[src/rtl/cpu_pkg.sv]
// Shared CPU constants and the program loader state encoding.
// LOADER_CHECKSUM_EN adds the CHECK state for the trailing check byte.
package cpu_pkg;

    localparam int RAM_BYTES  = 16;
    localparam int RAM_ADDR_W = 4;

    typedef enum logic [2:0] {
        LD_IDLE     = 3'd0,
        LD_ARMED    = 3'd1,
        LD_WRITE    = 3'd2,
        LD_WAIT_LOW = 3'd3,
        LD_FINISH   = 3'd4
`ifdef LOADER_CHECKSUM_EN
        ,
        LD_CHECK    = 3'd5
`endif
    } loader_state_t;

endpackage

[src/rtl/program_loader_edge_sync.sv]
// Two-flop synchroniser for an asynchronous pad input,
// plus a rising-edge detect on the synchronised level.
module edge_sync (
    input  logic clk,
    input  logic rst,
    input  logic din,
    output logic level,
    output logic rise
);

    logic s1;
    logic s2;
    logic s3;

    // Synchroniser chain and edge-detect history flop.
    always_ff @(posedge clk) begin
        if (rst) begin
            s1 <= 1'b0;
            s2 <= 1'b0;
            s3 <= 1'b0;
        end else begin
            s1 <= din;
            s2 <= s1;
            s3 <= s2;
        end
    end

    assign level = s2;
    assign rise  = s2 & ~s3;

endmodule

[src/rtl/program_loader.sv]
// Feeds strobed program bytes into the CPU program RAM and holds the CPU meanwhile.
// LOADER_CHECKSUM_EN adds a trailing check byte and the csum_err output.
module program_loader #(
    parameter int RAM_BYTES = cpu_pkg::RAM_BYTES,
    parameter int ADDR_W    = cpu_pkg::RAM_ADDR_W
) (
    input  logic              clk,
    input  logic              rst,
    input  logic              load_req,
    input  logic              load_end,
    input  logic              wr_strobe,
    input  logic [7:0]        data_in,
    output logic [ADDR_W-1:0] ram_addr,
    output logic [7:0]        ram_data,
    output logic              ram_we,
    output logic              cpu_hold,
    output logic              busy,
    output logic              done,
    output logic [ADDR_W:0]   byte_count
`ifdef LOADER_CHECKSUM_EN
    ,
    output logic              csum_err
`endif
);

    import cpu_pkg::*;

    localparam logic [ADDR_W:0] LAST_CNT = (ADDR_W + 1)'(RAM_BYTES - 1);

    loader_state_t state;

    logic stb_lvl;
    logic stb_rise;
    logic req_lvl;
    logic req_rise;
    logic end_lvl;
    logic end_rise;
    logic unused_sync;

    edge_sync u_stb_sync (
        .clk   (clk),
        .rst   (rst),
        .din   (wr_strobe),
        .level (stb_lvl),
        .rise  (stb_rise)
    );

    edge_sync u_req_sync (
        .clk   (clk),
        .rst   (rst),
        .din   (load_req),
        .level (req_lvl),
        .rise  (req_rise)
    );

    edge_sync u_end_sync (
        .clk   (clk),
        .rst   (rst),
        .din   (load_end),
        .level (end_lvl),
        .rise  (end_rise)
    );

    // Session start is edge-triggered, early end is level-triggered.
    assign unused_sync = req_lvl ^ end_rise;

`ifdef LOADER_CHECKSUM_EN
    logic [7:0] csum;
    logic [7:0] csum_next;

    assign csum_next = csum + data_in;
`endif

    // Load session sequencer with registered RAM and CPU-control outputs.
    always_ff @(posedge clk) begin
        if (rst) begin
            state      <= LD_IDLE;
            ram_addr   <= '0;
            ram_data   <= 8'h00;
            ram_we     <= 1'b0;
            cpu_hold   <= 1'b0;
            busy       <= 1'b0;
            done       <= 1'b0;
            byte_count <= '0;
`ifdef LOADER_CHECKSUM_EN
            csum       <= 8'h00;
            csum_err   <= 1'b0;
`endif
        end else begin
            ram_we <= 1'b0;
            unique case (state)
                LD_IDLE: begin
                    if (req_rise) begin
                        state      <= LD_ARMED;
                        ram_addr   <= '0;
                        byte_count <= '0;
                        done       <= 1'b0;
`ifdef LOADER_CHECKSUM_EN
                        csum       <= 8'h00;
`endif
                    end
                end
                LD_ARMED: begin
                    busy     <= 1'b1;
                    cpu_hold <= 1'b1;
                    if (end_lvl) begin
                        state    <= LD_FINISH;
`ifdef LOADER_CHECKSUM_EN
                        csum_err <= 1'b1;
`endif
                    end else if (stb_rise) begin
                        ram_data <= data_in;
                        ram_we   <= 1'b1;
                        state    <= LD_WRITE;
                    end
                end
                LD_WRITE: begin
                    byte_count <= byte_count + 1'b1;
`ifdef LOADER_CHECKSUM_EN
                    csum       <= csum + ram_data;
`endif
                    if (byte_count == LAST_CNT) begin
`ifdef LOADER_CHECKSUM_EN
                        state <= LD_CHECK;
`else
                        state <= LD_FINISH;
`endif
                    end else begin
                        ram_addr <= ram_addr + 1'b1;
                        state    <= LD_WAIT_LOW;
                    end
                end
                LD_WAIT_LOW: begin
                    if (!stb_lvl) begin
                        state <= LD_ARMED;
                    end
                end
`ifdef LOADER_CHECKSUM_EN
                LD_CHECK: begin
                    if (end_lvl) begin
                        csum_err <= 1'b1;
                        state    <= LD_FINISH;
                    end else if (stb_rise) begin
                        csum_err <= (csum_next != 8'h00);
                        state    <= LD_FINISH;
                    end
                end
`endif
                LD_FINISH: begin
                    done     <= 1'b1;
                    busy     <= 1'b0;
`ifdef LOADER_CHECKSUM_EN
                    cpu_hold <= csum_err;
`else
                    cpu_hold <= 1'b0;
`endif
                    state    <= LD_IDLE;
                end
                default: begin
                    state <= LD_IDLE;
                end
            endcase
        end
    end

endmodule

[config.mk]
export PLATFORM = sky130hd
export DESIGN_NAME = program_loader
export DESIGN_NICKNAME = d
export VERILOG_FILES = /design/src/rtl/cpu_pkg.sv /design/src/rtl/program_loader_edge_sync.sv /design/src/rtl/program_loader.sv
export SDC_FILE = /design/constraint.sdc
export NUM_CORES = 1
export LEC_CHECK = 0
export ABC_AREA = 1
export CORE_ASPECT_RATIO = 0.7
export CORE_MARGIN = 3
export CORE_UTILIZATION = 47
export DETAILED_ROUTE_END_ITERATION = 7
export PLACE_DENSITY = 0.83
export RECOVER_POWER = 25
export REMOVE_ABC_BUFFERS = 1
export SKIP_CTS_REPAIR_TIMING = 1
export SYNTH_ARGS = -nofsm -noshare
export SYNTH_HDL_FRONTEND = slang
export SYNTH_SLANG_ARGS = --single-unit
[constraint.sdc]
create_clock -name clk -period 1.77 [get_ports clk]
set_clock_uncertainty 0.1 [all_clocks]
set_input_delay 0.531 -clock clk [delete_from_list [all_inputs] [get_ports clk]]
set_output_delay 0.531 -clock clk [all_outputs]
set_load 0.05 [all_outputs]
Word level (Yosys, flattened, before mapping)

Index checks and enable logic that the tools add are counted.

Bits in registers: 31
Word-level logic and storage cells: 57
Bits of input ports: 13

Bitwise gates (word level): 6
Eq/ne operators: 9
Reductions and logical operators: 10
Multiplexer cells: 15
$add $sub $neg: 2

Operators by type and width:

| kind                                                 | count |
|---|---|
| two-way mux 3 bit                                    | 5 |
| one-hot mux 3 bit (4 select lines)                   | 1 |
| one-hot mux 5 bit (2 select lines)                   | 1 |
| AND reduction 3 bit                                  | 3 |
| two-way mux 4 bit                                    | 2 |
| one-hot mux 4 bit (2 select lines)                   | 1 |
| equality test 3 x 2 -> 1 bit (second input constant) | 2 |
| != test 2 bit (second input constant)                | 3 |
| nonzero test 2 bit                                   | 3 |
| adder 5 x 1 -> 5 bit (second input constant)         | 1 |
| equality test 5 x 4 -> 1 bit (second input constant) | 1 |
| two-way mux 5 bit                                    | 1 |
| adder 4 x 1 -> 4 bit (second input constant)         | 1 |
| NOT 1 bit                                            | 4 |
| one-hot mux 1 bit (2 select lines)                   | 2 |
| AND reduction 2 bit                                  | 2 |
| equality test 3 x 1 -> 1 bit (second input constant) | 1 |
| equality test 3 bit (second input constant)          | 1 |
| logical NOT 3 bit                                    | 1 |
| != test 3 x 2 -> 1 bit (second input constant)       | 1 |
| OR reduction 3 bit                                   | 1 |
| bitwise AND 1 bit                                    | 2 |
| two-way mux 1 bit                                    | 2 |

Logic depth before layout (Yosys ltp)

Gate-level depths: netlist of the first run.

Depth in word-level cells: 5
Gate-level depth with buffers: 10
Depth with buffers taken out: 10

Modules after synthesis

Synthesis of the first run repeated with hierarchy kept, for this count alone.

Cell total of the unflattened synthesis: 182
Area total of the unflattened synthesis: 1336.3 um2

By module, submodules not included:

| module         | cells an instance | area each (um2) | instances | sequential area each (um2) |
|---|---|---|---|---|
| program_loader | 152               | 1077.3          | 1         | 460.4 |
| edge_sync      | 10                | 86.3            | 3         | 60.1 |

Worst setup path before layout of the first run

OpenSTA, ideal clock, no wires.

Path kind: register to register
From: reg byte_count[0]
To: reg ram_addr[0]
Path buffers: 0
Stages on the path, launching flop included: 10
Slack: -114 ps
Required time: 1554 ps
Arrival: 1667 ps
Period minus slack after synthesis: 1884 ps
Setup time: 116 ps
Cells stage by stage: dfxtp_1 -> ha_1 -> inv_1 -> nor3_1 -> ha_1 -> inv_1 -> nand3_2 -> nand2_4 -> o21ai_0 -> nor2_1

Longest elaborated chain between the ends: 3

RTL lines:

| element                              | RTL line              | source |
|---|---|---|
| from (decl)                          | program_loader.sv:19  | `output logic [ADDR_W:0] byte_count` |
| from (signal assigned)               | program_loader.sv:118 | `byte_count <= byte_count + 1'b1;` |
| equality test 5 x 4 -> 1 bit         | program_loader.sv:122 | `if (byte_count == LAST_CNT) begin` |
| != test 2 bit (no source line)       | --                    |  |
| AND reduction 3 bit (no source line) | --                    |  |
| to (signal assigned)                 | program_loader.sv:129 | `ram_addr <= ram_addr + 1'b1;` |
| to (decl)                            | program_loader.sv:13  | `output logic [ADDR_W-1:0] ram_addr,` |

No other way between the ends.
A chain may end at the register's enable or synchronous reset.

Worst setup path after layout of the first run

From: reg byte_count[0]
To: reg ram_addr[3]

Same word-level chain as after synthesis.

==> results of run 1 <==
## metrics by stage
step           cells  utilization  power (mW)  setup slack [ns]  hold WS, ns
3_5_place_dp     234        0.747       0.923            0.0651        0.299
3_3_place_gp     234        0.747       0.915             0.120        0.289
5_1_grt          240        0.777        1.45            0.0485        0.319
2_1_floorplan    163            -       0.832            -0.114        0.288
6_report         240        0.777        1.39             0.124        0.303
4_1_cts          240        0.775        1.40            0.0555        0.308
## area by class of cell
cell class,count,share of cell area
Sequential cell,31,0.313
Multi-Input combinational cell,105,0.290
Timing Repair Buffer,37,0.286
Inverter,27,0.0530
Clock buffer,6,0.0366
Tap cell,34,0.0215
## per-layer routing
metal  share of wire  up-vias  GRT usage
met5               0        -          0
met4           0.030        0     0.0942
met3           0.066       10     0.0840
met2            0.51       37      0.334
met1            0.39      560      0.201
li1                -      612          -
## how the worst min path moves through the flow
stage | from | endpoint | slack (ns) | cells past startpoint
2_1_floorplan | u_end_sync.s1 | u_end_sync.level | 0.29 | 2
3_3_place_gp | u_stb_sync.s1 | u_stb_sync.level | 0.29 | 2
3_5_place_dp | u_stb_sync.s1 | u_stb_sync.level | 0.30 | 2
4_1_cts | u_stb_sync.s1 | u_stb_sync.level | 0.31 | 2
5_1_grt | u_req_sync.s1 | u_req_sync.level | 0.32 | 2
6_report | u_stb_sync.s1 | u_stb_sync.level | 0.30 | 2
## synthesized netlist by cell type, drive strengths merged
| library cell | number |
|---|---|
| o21ai | 15 |
| clkinv | 1 |
| nand4 | 4 |
| o21a | 1 |
| or2 | 1 |
| nand2 | 21 |
| ha | 3 |
| nand3 | 15 |
| a21oi | 13 |
| nor2 | 31 |
| dfxtp | 31 |
| clkbuf | 1 |
| inv | 26 |
| buf | 3 |
| nor3 | 1 |
## logic make-up (layout without fill, tap and decap cells)
group	count (synthesis)	in the layout	synth area share
buffers and inverters	31	70	0.0962
adders and majority gates	3	3	0.0286
and+or+nand+nor	73	73	0.285
DFF	31	31	0.472
AOI/OAI and AO/OA	29	29	0.118
## tightest hold or removal path: cells and delay by family, from the launching register on
kind,cells,cell delay [ns]
buffers and inverters,1,0.04
AND/OR/NAND/NOR,1,0.03
flip-flops,1,0.29
## flip-flops by register name, indices dropped and copies added, names as in the netlist
name	count
ram_data	8
byte_count	5
ram_addr	4
state	3
busy	1
done	1
ram_we	1
u_end_sync.level	1
u_end_sync.s1	1
u_req_sync.level	1
u_req_sync.s1	1
u_req_sync.s3	1
u_stb_sync.level	1
u_stb_sync.s1	1
u_stb_sync.s3	1
## where the power goes
part / internal [mW] / switching (mW) / total [mW]
Sequential: 0.715 / 0.0182 / 0.733
Combinational: 0.0799 / 0.0945 / 0.174
Clock: 0.261 / 0.222 / 0.483
Total: 1.06 / 0.334 / 1.39
==> summary.md, run 1 <==
| Metric | Value |
|---|---|
| Status | complete, no violations |
| Worst R2R End | ram_addr[3] |
| Area grow syn2layout | 51.0% |
| Max stage delay on crit path | 0.36 ns |
| Worst Setup Start Kind | flop |
| Crit-path slowest cell | dfxtp_1 |
| Crit path arrival time | 1.71 ns |
| Routed length per instance | 12.8 um |
| Latest clock arrival within the worst-skew pair | 0.27 ns |
| R2R setup slack | 0.12 ns |
| Area of the multi-input gates | 574 sq um |
| Yosys top cell area share | 0.472 |
| H-Tree Level Count | 2 |
| Mapped Cells | 167 |
| Die area | 3480 sq um |
| IO Port Bufs | 33 |
| HP Class | flop to flop |
| Rel. slew slack | 0.750 |
| Die Ht | 50.2 um |
| Global-route usage over all layers | 0.192 |
| WS Path Type | flop to flop |
| DRT antenna net count | 0 |
| Worst R2R Path Depth | 9 |
| CTS buffer count | 5 |
| Commonest non-fill, non-tap cells in the layout | dfxtp_1 (31), nor2_1 (29), inv_1 (23) |
| I/O pin count | 34 |
| Fin area | 1980 sq um |
| Critical Path End | ram_addr[3] |
| Placement row count | 15 |
| HPWL after DPL | 2430 um |
| Vias per cell | 5.08 |
| GPL Wtd Cong | 0.786 |
| Largest area contributor in the synthesized netlist | dfxtp_1 |
| CORE AREA | 2550 sq um |
| Worst setup path startpoint | byte_count[0] |
| Mapped cell area | 1310 sq um |
| Max VDD drop | 0.695 mV |
| WP data required | 1.84 ns |
| Worst path most repeated cell | inv_1 |
| Initial DRC count | 61 |
| RSZ-0062 raised after global routing | false |
| Commonest non-fill, non-tap cell in the layout | dfxtp_1 |
| CTS tree | built |
| Yosys warns | 0 |
| Layout cells sized above 1 | 0.223 |
| Final Setup Violations | 0 |
| Sequential area share after synthesis | 0.472 |
| Starting Density | 0.515 |
| Max Root-Sink Buffers | 2 |
| Detailed Routing Iterations Pass 1 | 4 |
| Fill cell total of the finished layout | 158 |
| Gr ovfl total | 0 |
| Setup TNS | 0 ns |
| Initial antenna violation count | 0 |
| Root buffer cell | clkbuf_8 |
| Final min period | 1.65 ns |
| CP Max Fanout | 7 |
| Slew @ Worst Pin | 0.375 ns |
| Reg area | 621 sq um |
| Routed wire length | 3080 um |
| Final Cycle Share | 0.930 |
| Hold Fails Final Rpt | 0 |
| Pwr/cell area | 701 nW/um^2 |
| DRC viols | 0 |
| Final nets | 223 |
| Post-DP Area | 1910 sq um |
| Via count | 1219 |
| Leakage | 0.791 nW |
| Slew Limit Fails | 0 |
| Antenna Cells | 0 |
| Cell family with most CP delay | adder cells |
| Synthesized area per cell | 7.87 sq um |
| Sink Count | 31 |
| CP endpoint kind | flop |
| Vias in the first global route | 1203 |
| Post-synthesis sequential element count | 31 |
| Cells along the critical path | ha_1, inv_1, nor3_2, ha_2, inv_1, nand3_2, nand2_4, a21oi_1, nor2_1 |
| Critical path depth | 9 |
| Number of buffers and inverters on the critical path | 2 |
| Die width | 69.2 um |
| First-pass GRT wire length | 5150 um |
| Clk slew on worst S/H paths | 0.06 ns |
| Largest net degree at the start of global routing | 18 |
| Max Clock Freq | 608 MHz |
| Distinct cell type count after synthesis | 26 |
| Synth top area cells | dfxtp_1 (47%), nor2_1 (8.3%), inv_1 (6.6%) |
| Maxcap violations | 0 |
| Reg-to-Reg Start | byte_count[0] |
(Power assumes the default switching activity.)
==> inputs of run 2 (changes only) <==
--- a/config.mk
+++ b/config.mk
@@ -13,6 +13,7 @@
 export PLACE_DENSITY = 0.83
 export RECOVER_POWER = 25
 export REMOVE_ABC_BUFFERS = 1
+export SETUP_SLACK_MARGIN = 0.5
 export SKIP_CTS_REPAIR_TIMING = 1
 export SYNTH_ARGS = -nofsm -noshare
 export SYNTH_HDL_FRONTEND = slang
==> summary.md, run 2 (synthesis gave the netlist of run 1 again) <==
| Metric | Value |
|---|---|
| CP endpoint kind | flop |
| CORE AREA | 2550 sq um |
| Max Root-Sink Buffers | 2 |
| Hold_ws | 0.307 ns |
| Die width | 69.2 um |
| Vias per cell | 5.77 |
| Routed length per instance | 19.3 um |
| DRC viols | 0 |
| Latest clock arrival within the worst-skew pair | 0.29 ns |
| Maxcap violations | 0 |
| Die area | 3480 sq um |
| Starting Density | 0.515 |
| I/O pin count | 34 |
| Die Ht | 50.2 um |
| Clk slew on worst S/H paths | 0.06 ns |
| Initial antenna violation count | 0 |
| Final nets | 241 |
| Largest net degree at the start of global routing | 18 |
| Post-DP Area | 1910 sq um |
| Area grow syn2layout | 71.7% |
| Final Cycle Share | 0.933 |
| Tot Pwr | 1.46 mW |
| Initial DRC count | 186 |
| Crit path arrival time | 1.74 ns |
| Slew @ Worst Pin | 0.860 ns |
| Vias in the first global route | 1203 |
| GPL Wtd Cong | 0.786 |
| Max Clock Freq | 606 MHz |
| Via count | 1488 |
| CP Max Fanout | 8 |
| Routed wire length | 4980 um |
| RSZ-0062 raised after global routing | true |
| Fill cell total of the finished layout | 110 |
| Commonest non-fill, non-tap cells in the layout | nor2_1 (29), buf_12 (22), inv_1 (20) |
| Slew Limit Fails | 0 |
| HP Class | flop to flop |
| Commonest non-fill, non-tap cell in the layout | nor2_1 |
| Detailed Routing Iterations Pass 1 | 4 |
| CTS buffer count | 5 |
| Worst Setup Start Kind | flop |
| Max reg flops | 8 |
| Largest registers | ram_data x8, byte_count x5, ram_addr x4 |
| WP data required | 1.86 ns |
| Util after Layout | 0.884 |
| DRT antenna net count | 0 |
| First-pass GRT wire length | 5150 um |
| Final min period | 1.65 ns |
| Placement row count | 15 |
| Status | complete, no violations |
| HPWL after DPL | 2430 um |
| Root buffer cell | clkbuf_8 |
| Largest register by flop count | ram_data |
| Hold Fails Final Rpt | 0 |
| Pwr/cell area | 645 nW/um^2 |
| Fin area | 2260 sq um |
| Sink Count | 31 |
| Layout cells sized above 1 | 0.446 |
| Final Setup Violations | 0 |
| Global-route usage over all layers | 0.192 |
| Rel. slew slack | 0.426 |
| H-Tree Level Count | 2 |
| Leakage | 0.888 nW |
| WS Path Type | flop to flop |
| Antenna Cells | 0 |
| Max VDD drop | 0.712 mV |
| Gr ovfl total | 0 |
| IO Port Bufs | 33 |
| CTS tree | built |
## run 2: area by class of cell
class	count	area, sq um	area share
Sequential cell	31	667	0.296
Timing Repair inverter	1	5.00	0.00222
Timing Repair Buffer	53	704	0.312
Tap cell	34	42.5	0.0189
Multi-Input combinational cell	106	639	0.283
Clock buffer	6	72.6	0.0322
Inverter	27	125	0.0555
## run 2: per-layer routing
layer | up-vias | routed length (um) | GRT usage
met5 | - | 0 | 0
li1 | 648 | - | -
met1 | 708 | 1840 | 0.201
met2 | 104 | 2530 | 0.334
met4 | 0 | 230 | 0.0942
met3 | 28 | 384 | 0.0840
## run 2: worst max-delay path, stage by stage (launching register included)
cell	delay [ns]
dfxtp_4	0.39
inv_4	0.04
nor2_1	0.39
nand3_4	0.18
buf_12	0.19
clkinv_8	0.05
nor2_1	0.04
nor2_1	0.16
## run 2: worst paths after layout
check / slack, ns / to / start / cells past startpoint
max: 0.12 / ram_data[4] / state[0] / 7
min: 0.31 / u_stb_sync.level / u_stb_sync.s1 / 2
max reg2reg: 0.12 / ram_data[4] / state[0] / 7
min reg2reg: 0.31 / u_stb_sync.level / u_stb_sync.s1 / 2
## run 2: through the flow
| step | instances | setup TNS [ns] | worst slack (ns) |
|---|---|---|---|
| final | 258 | 0 | 0.119 |
| after global routing | 258 | 0 | 0.0564 |
| after CTS | 240 | 0 | 0.0555 |
| after detailed placement | 234 | 0 | 0.0651 |
| after global placement | 234 | 0 | 0.120 |
| after floorplan | 163 | -0.503 | -0.114 |
## run 2: where the power goes
| part | leakage [nW] | internal, mW | switching [mW] |
|---|---|---|---|
| clock | 0.0371 | 0.261 | 0.247 |
| sequential | 0.265 | 0.708 | 0.0209 |
| combinational | 0.587 | 0.0968 | 0.122 |
